**config.mk**
```make
export PLATFORM = sky130hd
export DESIGN_NAME = oddrx4_tx_sequencer
export DESIGN_NICKNAME = d
export VERILOG_FILES = /design/src/rtl/oddrx4_tx_sequencer.sv
export SDC_FILE = /design/constraint.sdc
export NUM_CORES = 1
export LEC_CHECK = 0
export BUFFER_PORTS_ARGS = -buffer_cell sky130_fd_sc_hd__buf_2
export CAP_MARGIN = 20
export CORE_MARGIN = 4
export CORE_UTILIZATION = 39
export DETAILED_ROUTE_END_ITERATION = 12
export HOLD_SLACK_MARGIN = 0.12
export PLACE_DENSITY = 0.63
export SYNTH_ARGS = -nofsm -noshare
export SYNTH_HDL_FRONTEND = slang
export SYNTH_SLANG_ARGS = --single-unit
```
**constraint.sdc**
```tcl
create_clock -name SCLK -period 1.96 [get_ports SCLK]
set_input_delay 0.196 -clock SCLK [delete_from_list [all_inputs] [get_ports SCLK]]
set_output_delay 0.196 -clock SCLK [all_outputs]
set_load 0.05 [all_outputs]
```
**src/rtl/oddrx4_tx_sequencer.sv**
```systemverilog
// SCLK-domain sequencer for an 8:1 DDR output gearbox: reset hold until lock,
// pipeline flush, training burst, then valid/ready streaming with idle fill.
module oddrx4_tx_sequencer #(
  parameter int unsigned LOCK_WAIT     = 16,
  parameter int unsigned FLUSH_CYCLES  = 4,
  parameter int unsigned TRAIN_WORDS   = 8,
  parameter logic [7:0]  TRAIN_PATTERN = 8'hB4,
  parameter logic [7:0]  IDLE_PATTERN  = 8'h00
) (
  input  logic        SCLK,
  input  logic        RSTB,
  input  logic        lock_i,
  input  logic        retrain_i,
  input  logic [7:0]  data_i,
  input  logic        valid_i,
  output logic        ready_o,
  output logic        gear_rst_o,
  output logic [7:0]  gear_d_o,
  output logic [1:0]  state_o,
  output logic        link_up_o,
  output logic [15:0] word_cnt_o
);

  localparam int unsigned LOCK_W  = 8;
  localparam int unsigned FLUSH_W = 4;
  localparam int unsigned TRAIN_W = 8;
  localparam int unsigned WORD_W  = 16;

  typedef enum logic [1:0] {
    HOLD  = 2'd0,
    FLUSH = 2'd1,
    TRAIN = 2'd2,
    RUN   = 2'd3
  } state_t;

  state_t              state;
  logic [LOCK_W-1:0]   lock_cnt;
  logic [FLUSH_W-1:0]  flush_cnt;
  logic [TRAIN_W-1:0]  train_cnt;
  logic                xfer;

  // Ready is offered combinationally so a handshake lands on the next edge.
  assign ready_o = (state == RUN) && !retrain_i;
  // Lock loss outranks the handshake, so a transfer also needs lock.
  assign xfer    = valid_i && ready_o && lock_i;
  assign state_o = state;

  always_ff @(posedge SCLK) begin
    if (RSTB) begin
      state      <= HOLD;
      gear_rst_o <= 1'b1;
      gear_d_o   <= IDLE_PATTERN;
      link_up_o  <= 1'b0;
      word_cnt_o <= '0;
      lock_cnt   <= '0;
      flush_cnt  <= '0;
      train_cnt  <= '0;
    end else if (state != HOLD && !lock_i) begin
      state      <= HOLD;
      gear_rst_o <= 1'b1;
      gear_d_o   <= IDLE_PATTERN;
      link_up_o  <= 1'b0;
      lock_cnt   <= '0;
    end else begin
      case (state)
        HOLD: begin
          gear_rst_o <= 1'b1;
          gear_d_o   <= IDLE_PATTERN;
          link_up_o  <= 1'b0;
          if (!lock_i) begin
            lock_cnt <= '0;
          end else if (lock_cnt == LOCK_W'(LOCK_WAIT - 1)) begin
            state      <= FLUSH;
            gear_rst_o <= 1'b0;
            lock_cnt   <= '0;
            flush_cnt  <= '0;
          end else begin
            lock_cnt <= lock_cnt + LOCK_W'(1);
          end
        end
        FLUSH: begin
          gear_d_o <= IDLE_PATTERN;
          if (flush_cnt == FLUSH_W'(FLUSH_CYCLES - 1)) begin
            state     <= TRAIN;
            train_cnt <= '0;
            gear_d_o  <= TRAIN_PATTERN;
          end else begin
            flush_cnt <= flush_cnt + FLUSH_W'(1);
          end
        end
        TRAIN: begin
          if (train_cnt == TRAIN_W'(TRAIN_WORDS - 1)) begin
            state     <= RUN;
            link_up_o <= 1'b1;
            gear_d_o  <= IDLE_PATTERN;
          end else begin
            train_cnt <= train_cnt + TRAIN_W'(1);
            gear_d_o  <= TRAIN_PATTERN;
          end
        end
        RUN: begin
          if (retrain_i) begin
            state     <= TRAIN;
            train_cnt <= '0;
            link_up_o <= 1'b0;
            gear_d_o  <= TRAIN_PATTERN;
          end else if (xfer) begin
            gear_d_o   <= data_i;
            word_cnt_o <= word_cnt_o + WORD_W'(1);
          end else begin
            gear_d_o <= IDLE_PATTERN;
          end
        end
        default: state <= HOLD;
      endcase
    end
  end

endmodule
```
==> reports/metrics.yaml <==
sta:
  final_hold_viol_count: 0
  tightest_slew_ns: 0.477
  fin_crit_sh_pct: 93.2
  clock.fmax_mhz: 548
  setup_tns_ns: 0
  skew_ns: 0.00279
  relSlewSlack_pct: 68.2
  slew_viol_final: 0
  setup_viol: 0
  min_period_ns: 1.83
  setup_ws_ns: 0.134
  fin_hold_ws_ns: 0.350
  rsz0062_at_grt: "no"
drt:
  firstDrtPassIters: 4
  wire_per_inst_um: 13.4
  finalWirelength_mm: 5.23
  via_per_inst: 5.46
  vias: 2136
  drt_iter0_markers: 87
  antenna_left: 0
  remaining_drc_errors: 0
place:
  pre_cts_slack_ns: 0.108
  gp_congestion: 0.829
  placed_cells: 377
  port_buffers: 41
  hpwl_mm: 3.72
synthesis:
  async_flop_share_pct: 0
  syn_area_per_cell_um2: 8.78
  ys_types: 55
  ys_warn_count: 0
  synth-edff-count: 0
  ys_seq_elements: 48
  syn_area_um2: 2360
  yosysSeqAreaShare_pct: 40.7
  syn_nets: 286
  ys.flop_type: "dfxtp_1"
  syn_inst: 269
die:
  num_rows: 28
  dieArea_um2: 7370
  pin_count: 42
  die_h_um: 85.8
  die_w_um: 85.8
  coreArea_um2: 5890
  start_util_pct: 40.1
power_and_ir_drop:
  power_frac_seq_pct: 48.9
  p_clk_share_pct: 48.1
  ir_worst_vdd_mv: 0.477
  switching_share_pct: 18.0
  p_per_area_nw_per_um2: 697
  p_comb_share_pct: 3.0
  intPower_mw: 1.64
  leakage_nw: 1.11
  p_switching_mw: 0.359
clock_tree:
  clkSinkCount: 48
  cts_tree: "yes"
  cts.htree.levels: 2
  clk_pin_slew_ns: 0.09
  clockBufferDepth: 2
  cts_buffers: 5
  cts_root_buf: "clkbuf_8"
  insertion_delay_ns: 0.29
finish:
  drive_above_1_share_pct: 23.4
  fin_cells: 391
  regArea_um2: 965
  fillers: 572
  layout.nets: 332
  syn2layout_area_growth_pct: 21.4
  multiInputGateArea_um2: 1340
  diodes: 0
setup_path:
  crit_chain: "ha_1 -> or4b_1 -> or3_1 -> a221oi_1"
  cp.arrival_ns: 2.03
  r2r-end: "state_o[0]$_SDFFE_PP0P_"
  required_ns: 2.16
  slowest_delay_ns: 0.47
  path_delay_family: "simple AND/OR/NAND/NOR gates"
  critPathBufInv: 0
  cp-end-kind: "flop"
  cp_max_fo: 5
  worstSetupPathType: "flop to flop"
  r2r_setup_slack_ns: 0.13
  r2r-start: "train_cnt[1]$_SDFFE_PP0P_"
  ff2ff_path_depth: 4
  cp-start-kind: "flop"
  slowest_stage: "or4b_1"
hold_path:
  worstHoldStart: "data_i[2]"
  min_to: "gear_d_o[2]$_SDFF_PP0_"
  hp-class: "input port to flop"
  min_delay_path_depth: 4
run:
  drv_cap: 0
global_route:
  grt_max_degree: 26
  track_usage_pct: 14.2
  first_global_vias: 1840
  grt.overflow.total: 0
  grt_pass1_wl_mm: 8.63
  grt_antenna_before_repair: 0
run_status:
  status: "complete, no violations"
==> worst max-delay path by stage <==
stage / start / end / depth (start not counted)
after floorplan: word_cnt_o[4]$_SDFFE_PP0P_ / word_cnt_o[12]$_SDFFE_PP0P_ / 5
after global placement: train_cnt[0]$_SDFFE_PP0P_ / state_o[0]$_SDFFE_PP0P_ / 4
after detailed placement: train_cnt[0]$_SDFFE_PP0P_ / state_o[0]$_SDFFE_PP0P_ / 4
after CTS: train_cnt[0]$_SDFFE_PP0P_ / state_o[0]$_SDFFE_PP0P_ / 4
after global routing: train_cnt[1]$_SDFFE_PP0P_ / state_o[0]$_SDFFE_PP0P_ / 4
final: train_cnt[1]$_SDFFE_PP0P_ / state_o[0]$_SDFFE_PP0P_ / 4
==> area by class of cell <==
cell class	count	area share, %
timing repair buffer	51	10.1
clock buffer	5	2.40
sequential	48	33.6
tap	75	3.27
clock inverter	3	3.14
multi-input combinational	203	46.6
inverter	6	0.785
==> cells in the mapped netlist, drive strengths merged, types with 3 or more instances <==
cell / count / share of area, %
a31oi: 4 / 1.1
a21boi: 4 / 1.3
a21oi: 26 / 5.5
nor2: 14 / 2.2
nand3: 12 / 2.8
or4: 10 / 3.2
nand4: 4 / 1.1
o31ai: 9 / 2.9
and3: 13 / 3.5
nand3b: 5 / 1.6
nand2: 16 / 2.5
ha: 4 / 2.1
mux2i: 4 / 1.7
dfxtp: 48 / 41
o21ai: 22 / 4.7
xor2: 3 / 1.1
buf: 6 / 1.4
nand2b: 3 / 0.79
inv: 6 / 0.95
clkbuf: 6 / 0.95
and2: 9 / 2.4
or3: 9 / 2.5
==> logic make-up after synthesis <==
group	after synthesis	synth area share [%]
buffers and inverters	18	3.28
adders and majority gates	4	2.12
and+or+nand+nor	112	28.8
muxes	4	1.69
DFF	48	40.7
xor gates and xnor gates	5	1.85
AOI/OAI and AO/OA	78	21.6
==> through the flow <==
stage                     utilization [%]  area, um2  power, mW
after floorplan                         -       2360       1.03
after global placement               44.8       2640       1.05
after detailed placement             44.8       2640       1.05
after CTS                            48.2       2840       2.03
after global routing                 48.7       2870       2.08
final                                48.7       2870       2.00
==> registers in the layout (all words and copies together) (netlist names) <==
signal and cells:
flush_cnt 4, gear_rst_o 1, gear_d_o 8, word_cnt_o 16, train_cnt 8, state_o 2, link_up_o 1, lock_cnt 8
==> power groups by stage <==
stage / clock (mW) / combinational, mW / sequential, mW
final: 0.961 / 0.0593 / 0.978
after global routing: 1.03 / 0.0655 / 0.978
after CTS: 0.989 / 0.0592 / 0.978
after detailed placement: 0 / 0.0529 / 1.00
after global placement: 0 / 0.0526 / 1.00
after floorplan: 0 / 0.0300 / 1.00
==> routing by layer <==
layer,global-route usage [%],up-vias,wire [um]
met5,0,-,0
met2,23.4,44,2380
li1,-,1100,-
met3,3.36,4,294
met4,3.02,0,25
met1,19.0,988,2530
==> layout by cell type, fill, tap and decap left out, drive strengths merged, types with 2 or more instances in the layout <==
cell	synthesis	final
nor2b	2	2
buf	6	47
o31ai	9	9
and4	2	2
a21boi	4	4
or3b	2	2
dfxtp	48	48
ha	4	4
a211oi	2	2
xnor2	2	2
o21ai	22	22
nand3	12	12
and3	13	13
nand2	16	16
bufinv	0	3
nor2	14	14
or3	9	9
a21oi	26	26
nand3b	5	5
a22oi	2	2
a31oi	4	4
inv	6	6
nor3	2	2
and2	9	9
or4	10	10
mux2i	4	4
nand4	4	4
dlygate4sd3	0	4
clkbuf	6	5
nor4	2	2
xor2	3	3
nand2b	3	3
==> what timing repair did <==
item                       in CTS  in global routing
hold endpoints to repair        4                  0
setup buffers                   0                  2
setup endpoints to repair       0                 10
gates resized for setup         0                  4
hold buffers                    4                  0
==> worst reg2reg max path: cells and delay by family, from the launching register on <==
| family | cells | cell delay [ns] |
|---|---|---|
| AOI/OAI and AO/OA | 1 | 0.25 |
| adders and majority gates | 1 | 0.25 |
| DFF | 1 | 0.39 |
| and+or+nand+nor | 2 | 0.85 |
(Power assumes the default switching activity.)
